--- src/rtl/int_regfile_sb.sv ---
// int_regfile_sb: integer register file with a per-entry pending (scoreboard) bit.
// Two combinational read ports, one writeback port, and one allocation port.
// Entry 0 is hardwired to zero and is never pending.
// Optional feature: define REGFILE_BYPASS_EN to forward same-cycle writeback
// data to matching read ports and to show those ports as not busy.
module int_regfile_sb #(
  parameter int DATA_W = 32,
  parameter int ADDR_W = 5
) (
  input  logic              clk_i,
  input  logic              rsn_i,
  input  logic              wr_en_i,
  input  logic [ADDR_W-1:0] wr_addr_i,
  input  logic [DATA_W-1:0] wr_data_i,
  input  logic              alloc_en_i,
  input  logic [ADDR_W-1:0] alloc_addr_i,
  input  logic [ADDR_W-1:0] rd_addr_a_i,
  input  logic [ADDR_W-1:0] rd_addr_b_i,
  output logic [DATA_W-1:0] rd_data_a_o,
  output logic [DATA_W-1:0] rd_data_b_o,
  output logic              rd_busy_a_o,
  output logic              rd_busy_b_o,
  output logic [ADDR_W:0]   busy_cnt_o
);

  localparam int DEPTH = 1 << ADDR_W;

  logic [DATA_W-1:0] mem_q [DEPTH];
  logic [DEPTH-1:0]  pend_q;
  logic [DEPTH-1:0]  pend_d;
  logic [ADDR_W:0]   busy_cnt_q;
  logic [ADDR_W:0]   busy_cnt_d;
  logic              wr_vld;
  logic              alloc_vld;

  assign wr_vld    = wr_en_i && (wr_addr_i != '0);
  assign alloc_vld = alloc_en_i && (alloc_addr_i != '0);

  // Next pending vector: writeback clears, allocation sets afterwards so it wins.
  always_comb begin
    pend_d = pend_q;
    if (wr_vld)    pend_d[wr_addr_i]    = 1'b0;
    if (alloc_vld) pend_d[alloc_addr_i] = 1'b1;
    pend_d[0] = 1'b0;
  end

  // Population count of the next pending vector; bit 0 is always clear, so the
  // count tops out at DEPTH-1 and fits in ADDR_W+1 bits without wrapping.
  always_comb begin
    busy_cnt_d = '0;
    for (int i = 1; i < DEPTH; i++) begin
      busy_cnt_d = busy_cnt_d + {{ADDR_W{1'b0}}, pend_d[i]};
    end
  end

  // State update; reset overrides any same-cycle write or allocation.
  always_ff @(posedge clk_i) begin
    if (rsn_i) begin
      for (int i = 0; i < DEPTH; i++) begin
        mem_q[i] <= '0;
      end
      pend_q     <= '0;
      busy_cnt_q <= '0;
    end else begin
      if (wr_vld) mem_q[wr_addr_i] <= wr_data_i;
      pend_q     <= pend_d;
      busy_cnt_q <= busy_cnt_d;
    end
  end

  assign busy_cnt_o = busy_cnt_q;

  // mem_q[0] is only ever reset, so index 0 reads zero without a special case.
`ifdef REGFILE_BYPASS_EN
  logic fwd_a;
  logic fwd_b;

  assign fwd_a = wr_vld && (wr_addr_i == rd_addr_a_i);
  assign fwd_b = wr_vld && (wr_addr_i == rd_addr_b_i);

  assign rd_data_a_o = fwd_a ? wr_data_i : mem_q[rd_addr_a_i];
  assign rd_data_b_o = fwd_b ? wr_data_i : mem_q[rd_addr_b_i];
  assign rd_busy_a_o = fwd_a ? 1'b0 : pend_q[rd_addr_a_i];
  assign rd_busy_b_o = fwd_b ? 1'b0 : pend_q[rd_addr_b_i];
`else
  assign rd_data_a_o = mem_q[rd_addr_a_i];
  assign rd_data_b_o = mem_q[rd_addr_b_i];
  assign rd_busy_a_o = pend_q[rd_addr_a_i];
  assign rd_busy_b_o = pend_q[rd_addr_b_i];
`endif

endmodule

--- config.mk ---
export PLATFORM = sky130hd
export DESIGN_NAME = int_regfile_sb
export DESIGN_NICKNAME = d
export VERILOG_FILES = /design/src/rtl/int_regfile_sb.sv
export SDC_FILE = /design/constraint.sdc
export NUM_CORES = 2
export LEC_CHECK = 0
export ABC_AREA = 1
export CORE_AREA = 2 2 383 385
export CTS_CLUSTER_DIAMETER = 60
export DETAILED_ROUTE_END_ITERATION = 8
export DIE_AREA = 0 0 385 387
export DONT_BUFFER_PORTS = 1
export PLACE_DENSITY_LB_ADDON = 0.05
export SYNTH_ARGS = -nofsm -noshare
export SYNTH_HDL_FRONTEND = slang
export SYNTH_SLANG_ARGS = --single-unit
export TNS_END_PERCENT = 20
--- constraint.sdc ---
create_clock -name clk_i -period 10.6 [get_ports clk_i]
set_clock_uncertainty 0.05 [all_clocks]
set_input_delay 1.59 -clock clk_i [delete_from_list [all_inputs] [get_ports clk_i]]
set_output_delay 1.59 -clock clk_i [all_outputs]
set_load 0.01 [all_outputs]
# --- Yosys cells after proc, flatten, opt, wreduce, memory -nomap -nowiden ---
# Memories as Yosys holds them, arrays and structs flattened.
# Index checks and enable logic that the tools add are counted.
totals:
  out_inout_bits: 72
  mem_count: 1
  mem_bits_rw: 1024
  word_cells: 68
  inputBits: 56
  reg_bits: 38
op_classes:
  magnitude_cmp: 6
  add_sub_neg: 30
  mux: 18
  bitwise_logic: 3
  n_reduce_logical: 7
memory_table:
  columns: ["memory", "words", "word_bits", "rd", "rd_ports_with_merged_regs", "wr", "line_no", "source"]
  rows:
  - ["mem_q", 32, 32, 2, 0, 32, "28", "logic [DATA_W-1:0] mem_q [DEPTH];"]
op_table:
  columns: ["op", "n"]
  rows:
  - ["adder 6 x 1 -> 6 bit", 25]
  - ["2-to-1 mux 32 bit", 3]
  - ["bitwise AND 32 bit", 1]
  - ["inverter 32 bit", 1]
  - ["OR 32 bit", 1]
  - ["OR reduction 32 bit", 1]
  - ["less-than comparator 5 x 6 -> 1 bit (second input constant)", 4]
  - ["binary-select mux 1 bit (select 5 bit)", 2]
  - ["demux 1 bit (select 5 bit)", 2]
  - [">= comparator 5 x 1 -> 1 bit (second input constant)", 2]
  - ["2-to-1 mux 1 bit", 10]
  - ["nonzero test 5 bit", 2]
  - ["adder 5 x 1 -> 6 bit", 1]
  - ["adder 4 x 1 -> 5 bit", 1]
  - ["2-to-1 mux 5 bit", 1]
  - ["adder 3 x 1 -> 4 bit", 1]
  - ["logical AND 1 bit", 4]
  - ["adder 2 x 1 -> 3 bit", 1]
  - ["adder 1 x 1 -> 2 bit", 1]

# --- Logic depth before layout (Yosys ltp) ---
depth:
  ltp_word: 39
  depth_mapped: 23

# --- Worst setup path after synthesis ---
# Ideal clock, no wire load.
synth_timing:
  path_kind: "input-to-reg"
  start: "input port alloc_addr_i[4]"
  end: "register busy_cnt_q[4] (netlist: busy_cnt_o[4])"
  path_stages: 19
  setup_ns: 0.070
  path_slack_ns: 3.584
  t_required_ns: 10.480
  n_path_buf: 1
  t_arrival_ns: 6.896
  cell_sequence: "clkbuf_1 inv_1 nor4_1 nand2_1 and2_1 fa_1 fa_1 fa_1 inv_1 fa_1 fa_1 fa_1 fa_1 fa_1 nand2_1 nand2_1 a21oi_1 o21ai_0 a21oi_1"
synth_between:
  elab_chain_cells: 36
  word_cells_on_any_way: 39
synth_rtl:
  columns: ["element", "line_no", "source"]
  rows:
  - ["start, declared", "16", "input logic [ADDR_W-1:0] alloc_addr_i,"]
  - ["less-than comparator 5 x 6 -> 1 bit (implied by the code) or >= comparator 5 x 1 -> 1 bit (tied branches)", "43", "if (alloc_vld) pend_d[alloc_addr_i] = 1'b1;"]
  - ["logical AND 1 bit (implied by the code)", "43", null]
  - ["2-to-1 mux 1 bit (implied by the code)", "43", null]
  - ["demux 1 bit (select 5 bit)", "43", null]
  - ["OR 32 bit (no line)", null, null]
  - ["2-to-1 mux 32 bit *", "43", null]
  - ["adder 1 x 1 -> 2 bit", "52", "busy_cnt_d = busy_cnt_d + {{ADDR_W{1'b0}}, pend_d[i]};"]
  - ["adder 2 x 1 -> 3 bit", "52", null]
  - ["adder 3 x 1 -> 4 bit", "52", null]
  - ["adder 4 x 1 -> 5 bit", "52", null]
  - ["adder 5 x 1 -> 6 bit", "52", null]
  - ["adder 6 x 1 -> 6 bit (24 in series)", "52", null]
  - ["adder 6 x 1 -> 6 bit *", "52", null]
  - ["end signal, assigned", "67", "busy_cnt_q <= busy_cnt_d;"]
  - ["end, declared", "31", "logic [ADDR_W:0] busy_cnt_q;"]
# Every way passes the cells marked *; elsewhere a longest branch is shown, timed or not.
# A chain may end at the register's enable or synchronous reset.

# --- Final worst setup path ---
layout_timing:
  start: "input port wr_addr_i[1]"
  end: "register busy_cnt_q[4] (netlist: busy_cnt_o[4])"
layout_between:
  elab_chain_cells: 39
  word_cells_on_any_way: 42
layout_rtl:
  columns: ["element", "line_no", "source"]
  rows:
  - ["start, declared", "13", "input logic [ADDR_W-1:0] wr_addr_i,"]
  - ["less-than comparator 5 x 6 -> 1 bit (implied by the code) or >= comparator 5 x 1 -> 1 bit (tied branches)", "42", "if (wr_vld) pend_d[wr_addr_i] = 1'b0;"]
  - ["logical AND 1 bit (implied by the code)", "42", null]
  - ["2-to-1 mux 1 bit (implied by the code)", "42", null]
  - ["demux 1 bit (select 5 bit)", "42", null]
  - ["inverter 32 bit (no line)", null, null]
  - ["bitwise AND 32 bit (no line)", null, null]
  - ["2-to-1 mux 32 bit *", "42", null]
  - ["OR 32 bit (no line)", null, null]
  - ["2-to-1 mux 32 bit *", "43", null]
  - ["adder 1 x 1 -> 2 bit", "52", null]
  - ["adder 2 x 1 -> 3 bit", "52", null]
  - ["adder 3 x 1 -> 4 bit", "52", null]
  - ["adder 4 x 1 -> 5 bit", "52", null]
  - ["adder 5 x 1 -> 6 bit", "52", null]
  - ["adder 6 x 1 -> 6 bit (24 in series)", "52", null]
  - ["adder 6 x 1 -> 6 bit *", "52", null]
# Marks and branches as above.

==> results.sh <==
export IMPL_boundaryPins=128
export IMPL_std_cell_rows=140
export IMPL_routed_wirelength_mm=266.1
export IMPL_setup_ws_ns=3.666
export IMPL_gp_congestion=0.8748
export IMPL_htree_levels=4
export IMPL_crit_path_frequent_cell="fa_1"
export IMPL_cp_max_fo=8
export IMPL_slowest_stage="fa_1"
export IMPL_routedWlPerCell_um=28.71
export IMPL_grt_antenna_before_repair=4
export IMPL_cts_root_buf="clkbuf_16"
export IMPL_drtIter0Drc=6581
export IMPL_drt_pass1_iter_count=9
export IMPL_violations="slew limit"
export IMPL_syn_avg_cell_area_um2=7.720
export IMPL_finalSetupViolCount=0
export IMPL_power_density_mw_per_mm2=166.4
export IMPL_fp_dieH_um=387
export IMPL_clk_latency_ns=0.78
export IMPL_reg2reg_depth=16
export IMPL_postSynthCellCount=7647
export IMPL_path_cells="inv_1, nor2_2, nand2_1, o21ai_0, a21boi_0, fa_1, fa_1, fa_1, inv_1, fa_1, fa_1, fa_1, fa_1, fa_1, nand2_1, nand2_1, a21oi_1, o21ai_0, a21oi_1"
export IMPL_nets=7338
export IMPL_worstPathRequired_ns=11.25
export IMPL_grt_pass1_wl_mm=375.3
export IMPL_yosysSeqAreaShare_pct=53.34
export IMPL_syn_area_mm2=0.05903
export IMPL_ir_worst_vdd_mv=0.1146
export IMPL_worstHoldPathCells=2
export IMPL_outcome="finished with violations"
export IMPL_slew_viol_final=178
export IMPL_cp_start_kind="primary input"
export IMPL_ant_nets=0
export IMPL_relSlewSlack_pct=-21.42
export IMPL_die_area_mm2=0.1490
export IMPL_cts_root_to_sink_buffers=3
export IMPL_io_buffers=0
export IMPL_grt_max_degree=530
export IMPL_routed_via_count=54870
export IMPL_grt_pass1_vias=51960
export IMPL_holdWs_ns=0.4462
export IMPL_clock_sinks=1061
export IMPL_layoutNonFillerInstCount=9268
export IMPL_dieWidth_um=385
export IMPL_tightest_slew_ns=1.821
export IMPL_arrival_ns=7.59
export IMPL_floorplan_initialDensity_pct=40.75
export IMPL_postCtsSetupBuffers=0
export IMPL_synth_top_area_cell="edfxtp_1"
export IMPL_vias_per_cell=5.920
export IMPL_met1Wirelength_mm=106.6
export IMPL_ys_ff_latch=1061
export IMPL_grt_overflow_total=0
export IMPL_fmax_ghz=0.1442
export IMPL_hold_viol_final=0
export IMPL_drv_cap=0
export IMPL_synth_distinct_cells=31
export IMPL_layout_common_cells="nand2_1 (3,023), nand3_1 (1,599), nor2_1 (1,033)"
export IMPL_path_buf_inv=2
export IMPL_cts_clk_slew_worst_paths_ns=0.05
export IMPL_synth_area_top_cells="edfxtp_1 (52%), nand2_1 (19%), nand3_1 (14%)"
export IMPL_yosysWarnings=0
export IMPL_routed_wl_met3_mm=28.53
export IMPL_cts_resized=0
export IMPL_drive_gt1_share_pct=4.695
export IMPL_critPathTopFamily="adder cells"
export IMPL_tns_ns=0
export IMPL_wl_met2_mm=117.5
export IMPL_hpwl_mm=126.2
export IMPL_endpoint_kind="flop"
export IMPL_grt_use_total_pct=35.07
export IMPL_finalCriticalPeriod_ns=6.934
export IMPL_hp_class="reg2reg"
export IMPL_numCtsBuffers=140
export IMPL_post_route_period_util_pct=65.41
export IMPL_cts_tree="built"
export IMPL_hold_buffers=0
export IMPL_remaining_drc_errors=0
export IMPL_crit_cells=19
export IMPL_top_layer="met5"
export IMPL_slowest_delay_ns=0.57
export IMPL_final_common_cell="nand2_1"
export IMPL_rsz0062_at_grt="false"
export IMPL_power_leakage_nw=26.85
export IMPL_pre_cts_ws_ns=2.922
export IMPL_dp_cells=9027
export IMPL_crit_type="in2reg"
export IMPL_yosys_area_top_type_share_pct=52.09
export IMPL_coreArea_mm2=0.1449
export IMPL_area_growth_pct=8.766
-- path summary, 6_finish.rpt --
path | endpoint | slack (ns) | from
worst max register to register | busy_cnt_o[4] | 5.08 | pend_q[18]
worst max-delay path | busy_cnt_o[4] | 3.67 | wr_addr_i[1]
worst min register to register | pend_q[7] | 0.45 | pend_q[7]
worst min-delay path | pend_q[7] | 0.45 | pend_q[7]
-- worst reg2reg max path: cells and delay by family (launching register included) --
| family | cells | cell delay, ns |
|---|---|---|
| buffers and inverters | 1 | 0.06 |
| flip-flops | 1 | 0.36 |
| AO/OA/AOI/OAI | 5 | 0.90 |
| AND/OR/NAND/NOR | 2 | 0.14 |
| adder cells (fa/ha/maj) | 8 | 3.98 |
-- cells in the mapped netlist (all sizes together) --
cell type and number:
buf 202, conb 1, nor4 3, a22oi 3, edfxtp 1024, o21ai 21, ha 7, clkbuf 450
clkinv 4, o31ai 1, nor2 1035, o21a 3, fa 23, nor3 10, inv 105, and2 7
dfxtp 37, a21boi 4, nand3 1617, a21oi 20, nand4 4, nand2 3066
-- where the power goes --
group          leakage, nW  switching [mW]  total [mW]  internal [mW]
logic                 14.7           0.953        1.28          0.328
clock network         2.05            1.89        4.46           2.57
registers             10.1           0.114        4.94           4.83
total                 26.9            2.95        10.7           7.73
-- per-layer routing --
| metal | track usage (%) | vias to the layer above |
|---|---|---|
| li1 | - | 24280 |
| met1 | 47.65 | 26520 |
| met2 | 53.40 | 3381 |
| met3 | 7.255 | 682 |
| met4 | 16.61 | 4 |
| met5 | 0 | - |
-- per-stage QoR --
stage                     power (mW)  utilization (%)  instance area, µm²
after floorplan                5.875                -               59150
after global routing           10.99            44.32               64200
final                          10.68            44.32               64210
after detailed placement       6.273            41.43               60020
after global placement         6.261            41.43               60020
after CTS                      10.68            44.32               64200
-- final cells by class --
| class | instances | area [µm²] |
|---|---|---|
| Fill cell | 14090 | 80650 |
| Sequential cell | 1061 | 31490 |
| Multi-Input combinational cell | 5856 | 24980 |
| Clock buffer | 175 | 3762 |
| Tap cell | 1917 | 2399 |
| Timing Repair Buffer | 84 | 705.7 |
| Inverter | 109 | 451.7 |
| Clock inverter | 63 | 416.7 |
| Antenna cell | 3 | 7.507 |
-- logic make-up (layout without fill, tap and decap cells) --
| logic type | after synthesis | after routing | synth area share [%] |
|---|---|---|---|
| simple gates | 5742 | 5742 | 40.09 |
| flops | 1061 | 1061 | 53.34 |
| fa+ha+maj | 30 | 30 | 0.9283 |
| buf+inv | 761 | 431 | 5.131 |
| compound gates | 52 | 52 | 0.5066 |
| other cells | 1 | 35 | 0.006352 |
-- flip-flops by register name (all words and copies together) (netlist names) --
signal,cells
pend_q,31
mem_q,1024
busy_cnt_o,6
No activity file was read; power rests on OpenSTA's default activity.
